===== src/rtl/multicycle_ctrl.sv =====
// Multicycle RV32I control sequencer: FETCH -> EXECUTE -> (MEM) over one shared memory port.
// Optional misalignment trap enabled by defining CTRL_MISALIGN_TRAP_EN.
module multicycle_ctrl #(
  parameter int              XLEN     = 32,
  parameter logic [XLEN-1:0] RESET_PC = '0
) (
  input  logic            clk,
  input  logic            rst_n,
  input  logic [2:0]      action_type,
  input  logic [2:0]      func3,
  input  logic [XLEN-1:0] rs1_data,
  input  logic [XLEN-1:0] immediate,
  input  logic [XLEN-1:0] pc_next,
  input  logic [XLEN-1:0] mem_rdata,
  input  logic            mem_ready,
  output logic            mem_req,
  output logic [XLEN-1:0] mem_addr,
  output logic            mem_wen,
  output logic [2:0]      mem_func3,
  output logic [XLEN-1:0] pc,
  output logic [XLEN-1:0] instruction,
  output logic            reg_wen,
  output logic            halted,
  output logic            trap
);

  typedef enum logic [1:0] {
    FETCH   = 2'd0,
    EXECUTE = 2'd1,
    MEM     = 2'd2,
    HALT    = 2'd3
  } state_t;

  localparam logic [2:0] ACT_STORE  = 3'd1;
  localparam logic [2:0] ACT_LOAD   = 3'd2;
  localparam logic [2:0] ACT_BRANCH = 3'd3;
  localparam logic [2:0] ACT_JAL    = 3'd4;
  localparam logic [2:0] ACT_SYSTEM = 3'd5;

  state_t          state_q, state_d;
  logic [XLEN-1:0] pc_q, pc_d;
  logic [XLEN-1:0] instr_q, instr_d;
  logic [XLEN-1:0] dataAddr;
  logic            isStore, isLoad;

  assign dataAddr    = rs1_data + immediate;
  assign isStore     = (action_type == ACT_STORE);
  assign isLoad      = (action_type == ACT_LOAD);
  assign pc          = pc_q;
  assign instruction = instr_q;

`ifdef CTRL_MISALIGN_TRAP_EN
  logic trap_q, trap_d;
  logic dataMisaligned, targetMisaligned;

  // Word needs addr[1:0]==0, halfword needs addr[0]==0; byte and func3[1:0]=11 never trap.
  always_comb begin
    dataMisaligned = 1'b0;
    case (func3[1:0])
      2'b01:   dataMisaligned = dataAddr[0];
      2'b10:   dataMisaligned = |dataAddr[1:0];
      default: dataMisaligned = 1'b0;
    endcase
    targetMisaligned = |pc_next[1:0];
  end

  assign trap = trap_q;
`else
  assign trap = 1'b0;
`endif

  always_ff @(posedge clk) begin
    if (!rst_n) begin
      state_q <= FETCH;
      pc_q    <= RESET_PC;
      instr_q <= '0;
`ifdef CTRL_MISALIGN_TRAP_EN
      trap_q  <= 1'b0;
`endif
    end else begin
      state_q <= state_d;
      pc_q    <= pc_d;
      instr_q <= instr_d;
`ifdef CTRL_MISALIGN_TRAP_EN
      trap_q  <= trap_d;
`endif
    end
  end

  always_comb begin
    state_d   = state_q;
    pc_d      = pc_q;
    instr_d   = instr_q;
`ifdef CTRL_MISALIGN_TRAP_EN
    trap_d    = trap_q;
`endif
    mem_req   = 1'b0;
    mem_addr  = pc_q;
    mem_wen   = 1'b0;
    mem_func3 = 3'b010;
    reg_wen   = 1'b0;
    halted    = 1'b0;

    case (state_q)
      FETCH: begin
        mem_req = 1'b1;
        if (mem_ready) begin
          instr_d = mem_rdata;
          state_d = EXECUTE;
        end
      end

      EXECUTE: begin
        case (action_type)
          ACT_STORE, ACT_LOAD: begin
            state_d = MEM;
`ifdef CTRL_MISALIGN_TRAP_EN
            if (dataMisaligned) begin
              state_d = HALT;
              trap_d  = 1'b1;
            end
`endif
          end
          ACT_BRANCH: begin
            pc_d    = pc_next;
            state_d = FETCH;
`ifdef CTRL_MISALIGN_TRAP_EN
            if (targetMisaligned) begin
              pc_d    = pc_q;
              state_d = HALT;
              trap_d  = 1'b1;
            end
`endif
          end
          ACT_JAL: begin
            reg_wen = 1'b1;
            pc_d    = pc_next;
            state_d = FETCH;
`ifdef CTRL_MISALIGN_TRAP_EN
            if (targetMisaligned) begin
              reg_wen = 1'b0;
              pc_d    = pc_q;
              state_d = HALT;
              trap_d  = 1'b1;
            end
`endif
          end
          ACT_SYSTEM: begin
            state_d = HALT;
          end
          default: begin
            reg_wen = 1'b1;
            pc_d    = pc_next;
            state_d = FETCH;
          end
        endcase
      end

      MEM: begin
        mem_req   = 1'b1;
        mem_addr  = dataAddr;
        mem_func3 = func3;
        mem_wen   = isStore;
        if (mem_ready) begin
          reg_wen = isLoad;
          pc_d    = pc_next;
          state_d = FETCH;
        end
      end

      HALT: begin
        halted = 1'b1;
      end

      default: begin
        state_d = FETCH;
      end
    endcase

    // Reset kills any in-flight request and strobe immediately, before the clock edge.
    if (!rst_n) begin
      mem_req = 1'b0;
      mem_wen = 1'b0;
      reg_wen = 1'b0;
      halted  = 1'b0;
    end
  end

endmodule


===== config.mk =====
export PLATFORM = sky130hd
export DESIGN_NAME = multicycle_ctrl
export DESIGN_NICKNAME = d
export VERILOG_FILES = /design/src/rtl/multicycle_ctrl.sv
export SDC_FILE = /design/constraint.sdc
export NUM_CORES = 1
export LEC_CHECK = 0
export BUFFER_PORTS_ARGS = -buffer_cell sky130_fd_sc_hd__buf_4
export CAP_MARGIN = 15
export CORE_MARGIN = 8
export CORE_UTILIZATION = 49
export CTS_BUF_LIST = sky130_fd_sc_hd__clkbuf_4 sky130_fd_sc_hd__clkbuf_8
export CTS_CLUSTER_DIAMETER = 80
export CTS_CLUSTER_SIZE = 10
export DETAILED_ROUTE_END_ITERATION = 16
export PLACE_DENSITY = 0.83
export SKIP_LAST_GASP = 1
export SYNTH_ARGS = -nofsm -noshare
export SYNTH_HDL_FRONTEND = slang
export SYNTH_SLANG_ARGS = --single-unit

===== constraint.sdc =====
create_clock -name clk -period 2.7 [get_ports clk]
set_input_delay 0.135 -clock clk [delete_from_list [all_inputs] [get_ports clk]]
set_output_delay 0.135 -clock clk [all_outputs]
set_load 0.01 [all_outputs]

# After elaboration in Yosys (flattened, before gate mapping)
# Index checks and enable logic that the tools add are counted.
# op_classes
n_addsub,1
div,0
n_mul,0
shift,0
muxes,19
magnitude_cmp,0
bitwise,0
reduce_logical,10
eq_ne,10
# ops
op,count
32-bit 2-to-1 mux,3
32-bit case mux with 2 select lines,1
32-bit adder,1
1-bit 2-to-1 mux,9
"3-bit by 2-bit equality test with 1-bit output, second input constant",2
"2-bit != test, second input constant",3
2-bit case mux with 3 select lines,1
3-bit AND reduction,2
"2-bit equality test, second input constant",2
2-bit 2-to-1 mux,2
2-bit case mux with 2 select lines,1
2-bit OR reduction,2
4-bit OR reduction,1
"3-bit by 1-bit equality test with 1-bit output, second input constant",1
"3-bit equality test, second input constant",1
3-bit 2-to-1 mux,1
3-bit nonzero test,1
3-bit OR reduction,1
"2-bit by 1-bit equality test with 1-bit output, second input constant",1
2-bit zero test,1
1-bit case mux with 2 select lines,1
2-bit AND reduction,1
2-bit nonzero test,1
# word_totals
regBits,66
memories,0
mem_bits_ro,0
mem_bits_rw,0
output_inout_bits,104
wordCells,43
latch_bits,0

# Logic depth before layout (Yosys ltp)
# logic_depth
ltp_word,5
ltp_mapped,9
ltp_nobuf,8

# Worst setup path after synthesis
# No wires, ideal clock.
# synth_path
kind,input-to-output
from,input port rs1_data[0]
to,output port mem_addr[16]
required_time_ns,2.565
arrival_time_ns,1.931
slack_ns,0.634
stages,8
path_buffers,0
cell_sequence,ha_1 fa_1 a21o_1 nand4_1 a21o_2 a211oi_1 or4_1 nand3_1
# synth_between
elab_chain_len,2
# synth_rtl
item,line,source
"start, declared",11,"input logic [XLEN-1:0] rs1_data,"
32-bit adder,46,assign dataAddr = rs1_data + immediate;
32-bit 2-to-1 mux,104,case (state_q)
"end, declared",17,"output logic [XLEN-1:0] mem_addr,"
# No other way between the ends.

# Final worst setup path
# layout_path
from,input port rs1_data[0]
to,output port mem_addr[20]
# Same word-level chain as after synthesis.

==> metrics.yaml <==
cells_and_area:
  final_nets: 1083
  final_cell_area_mm2: 0.00720
  area_growth_pct: 37.7
  drive_gt1_share_pct: 32.9
  diodes: 0
critical_path:
  worstSetupEndpointType: "output port"
  crit_required_ns: 2.57
  crit_fanout: 7
  r2r-end: "pc[10]"
  reg2reg_depth: 7
  cp_slowest_cell: "fa_1"
  r2r-start: "state_q[1]"
  critPathLaunchType: "input pin"
  cpPeakStageDelay_ns: 0.41
  critical_path_arrival_ns: 2.36
  crit_chain: "buf_4 -> ha_1 -> fa_1 -> a21o_1 -> nand4_1 -> a21o_2 -> a21oi_1 -> o311ai_0 -> o221ai_1 -> buf_4"
  r2r_slack_ns: 0.72
  critPathKind: "in -> out"
  critPathMostFrequentCell: "buf_4"
  cp.depth: 10
  crit_family: "compound AO/OA/AOI/OAI gates"
  crit_buf_inv: 2
synthesis:
  syn-num-nets: 869
  syn-instance-count: 696
  avgSynthCellArea_um2: 7.51
  synth_edf_count: 0
  async_reset_ff_share_pct: 0
  synthFlopType: "dfxtp_1"
  synth_top_cell_by_area: "dfxtp_1"
  netlist.area_leader.share_pct: 25.3
  yosysSeqAreaShare_pct: 25.3
  yosysMostFrequentCell: "nand2_1"
  yosysWarningCount: 0
  yosys-top-cells-count: "nand2_1 (178), dfxtp_1 (66), a21boi_0 (61), a21oi_1 (39), ha_1 (35)"
  synth_area_mm2: 0.00522
  ys_seq_elements: 66
  ys_types: 80
  ys_top_cells_by_area: "dfxtp_1 (25%), nand2_1 (13%), a21boi_0 (8.8%)"
sta:
  rsz0062_at_grt: "false"
  setup_violations: 0
  whs_ns: 0.0422
  fin_setup_tns_ns: 0
  slew_headroom_pct: 62.7
  clock_skew_ns: 0.00560
  fmaxAchievable_mhz: 401
  slew_viol_final: 0
  hold_viol_final: 0
  worst_pin_slew_ns: 0.552
  period_minus_slack_ns: 2.49
  min_period_over_period_pct: 92.3
power:
  leakage_nw: 3.27
  ir_drop_mv: 0.414
  clock_power_share_pct: 25.3
  p_per_area_mw_per_mm2: 405
  power_switching_share_pct: 33.9
  switching_power_mw: 0.988
  internal_power_mw: 1.92
  p_total_mw: 2.91
  seqPwrFrac_pct: 37.4
  pwr-share-comb_pct: 37.4
routing:
  drt_iter0_drc: 528
  drc: 0
  antenna_left: 0
  wirelength_um: 19500
  first_pass_iters: 5
  vias: 6122
  vias_per_cell: 5.82
  wl_per_cell_um: 18.6
clock_tree:
  cts_root_buffer: "clkbuf_8"
  clk_latency_ns: 0.34
  cts_max_path_buffers: 2
  cts_max_level: 3
  path_clk_slew_ns: 0.06
  cts_tree: "built"
  cts_buffers: 9
  hold_buffers: 0
  clock-sinks: 66
hold_path:
  hold_class: "in -> reg"
  hold_end: "pc[4]"
  holdPathStages: 3
  min_from: "pc_next[4]"
floorplan:
  top_level_ports: 241
  die_x_um: 119
  start_util_pct: 50.6
  die_h_um: 119
  fp.coreArea_mm2: 0.0103
  dieArea_mm2: 0.0142
  num_rows: 37
run:
  cap_viol_max_count: 0
placement:
  port_buffers: 239
  dpl_cell_area_mm2: 0.00700
  dp_hpwl_um: 15800
  place_congestion: 0.997
grt:
  grtUsageTotal_pct: 26.2
  antenna_found_initial: 0
  grt_max_degree: 71
  grt_pass1_wl_um: 30700
  grt_pass1_vias: 6049
  grt-ovfl-total: 0
status:
  status: "completed"
==> cells by family (layout without fill, tap and decap cells) <==
logic type                 Yosys count  count (layout)  synth area share (%)
xor gates and xnor gates            13              13                  2.18
muxes                               11              11                  2.32
other                                1               1                0.0718
AOI/OAI and AO/OA                  227             227                  31.6
adders and majority gates           36              36                  8.77
and+or+nand+nor                    281             281                  23.7
DFF                                 66              66                  25.3
buffers and inverters               61             280                  6.06
==> area by class of cell <==
| cell class | instances | area [um^2] |
|---|---|---|
| fillers | 881 | 3130 |
| inverters | 14 | 56.3 |
| flip-flops and latches | 66 | 1320 |
| repair buffers | 250 | 1880 |
| well taps | 136 | 170 |
| multi-input cells | 569 | 3590 |
| clock inverters | 3 | 15.0 |
| clock buffers | 13 | 160 |
==> power by group through the flow <==
stage / combinational, mW / clock (mW) / sequential [mW]
after floorplan: 0.593 / 0 / 1.12
after CTS: 1.07 / 0.761 / 1.09
final: 1.09 / 0.736 / 1.09
after detailed placement: 1.07 / 0 / 1.11
after global placement: 1.04 / 0 / 1.11
after global routing: 1.18 / 0.803 / 1.10
==> flip-flops by register name, summed over array words and instances, names as in the netlist <==
signal	flops
state_q	2
pc	32
instruction	32
==> worst reg2reg max path, cell delays in order (launching register included) <==
cell and delay, ns:
dfxtp_1 0.40, inv_1 0.09, ha_1 0.24, o21ai_1 0.14
and3_1 0.56, buf_8 0.24, nand2_1 0.07, a21boi_0 0.16
==> layout by cell type, fill, tap and decap left out, drive strengths merged, types with 6 or more instances in the layout <==
master,instances
buf,250
nand2,179
a21boi,68
dfxtp,66
a21oi,43
ha,35
nor2,32
o21ai,28
nand3,15
a21o,14
inv,13
clkbuf,13
nand4,11
o211ai,10
mux2,9
and2,9
xor2,7
o21a,7
o311ai,7
nor3,7
nor4,6
xnor2,6
a211oi,6
==> routing by layer <==
metal  GRT usage (%)  share of wire [%]
met1            29.0                 37
met2            43.4                 47
met4            11.6                3.3
met5               0                  0
met3            10.4                 12
==> worst max path at each step <==
stage	from	to	slack, ns
finish	rs1_data[0]	mem_addr[20]	0.21
global route	rs1_data[0]	mem_addr[20]	0.04
CTS	state_q[0]	mem_addr[24]	0.05
detailed placement	rs1_data[0]	mem_addr[20]	0.23
global placement	rs1_data[0]	mem_addr[30]	0.30
floorplan	rs1_data[0]	mem_addr[16]	0.63
==> metrics by stage <==
step / cells / utilization (%) / setup WS [ns]
floorplan: 696 / - / 0.634
finish: 1051 / 69.7 / 0.208
global placement: 1034 / 67.8 / 0.304
global route: 1051 / 69.7 / 0.0421
detailed placement: 1034 / 67.8 / 0.227
CTS: 1050 / 69.5 / 0.0506
==> timing repair <==
item / CTS / global route
gates resized for setup: 0 / 1
endpoints found under the setup margin: 0 / 7
buffers inserted: 0 / 0
No activity file was read; power rests on OpenSTA's default activity.
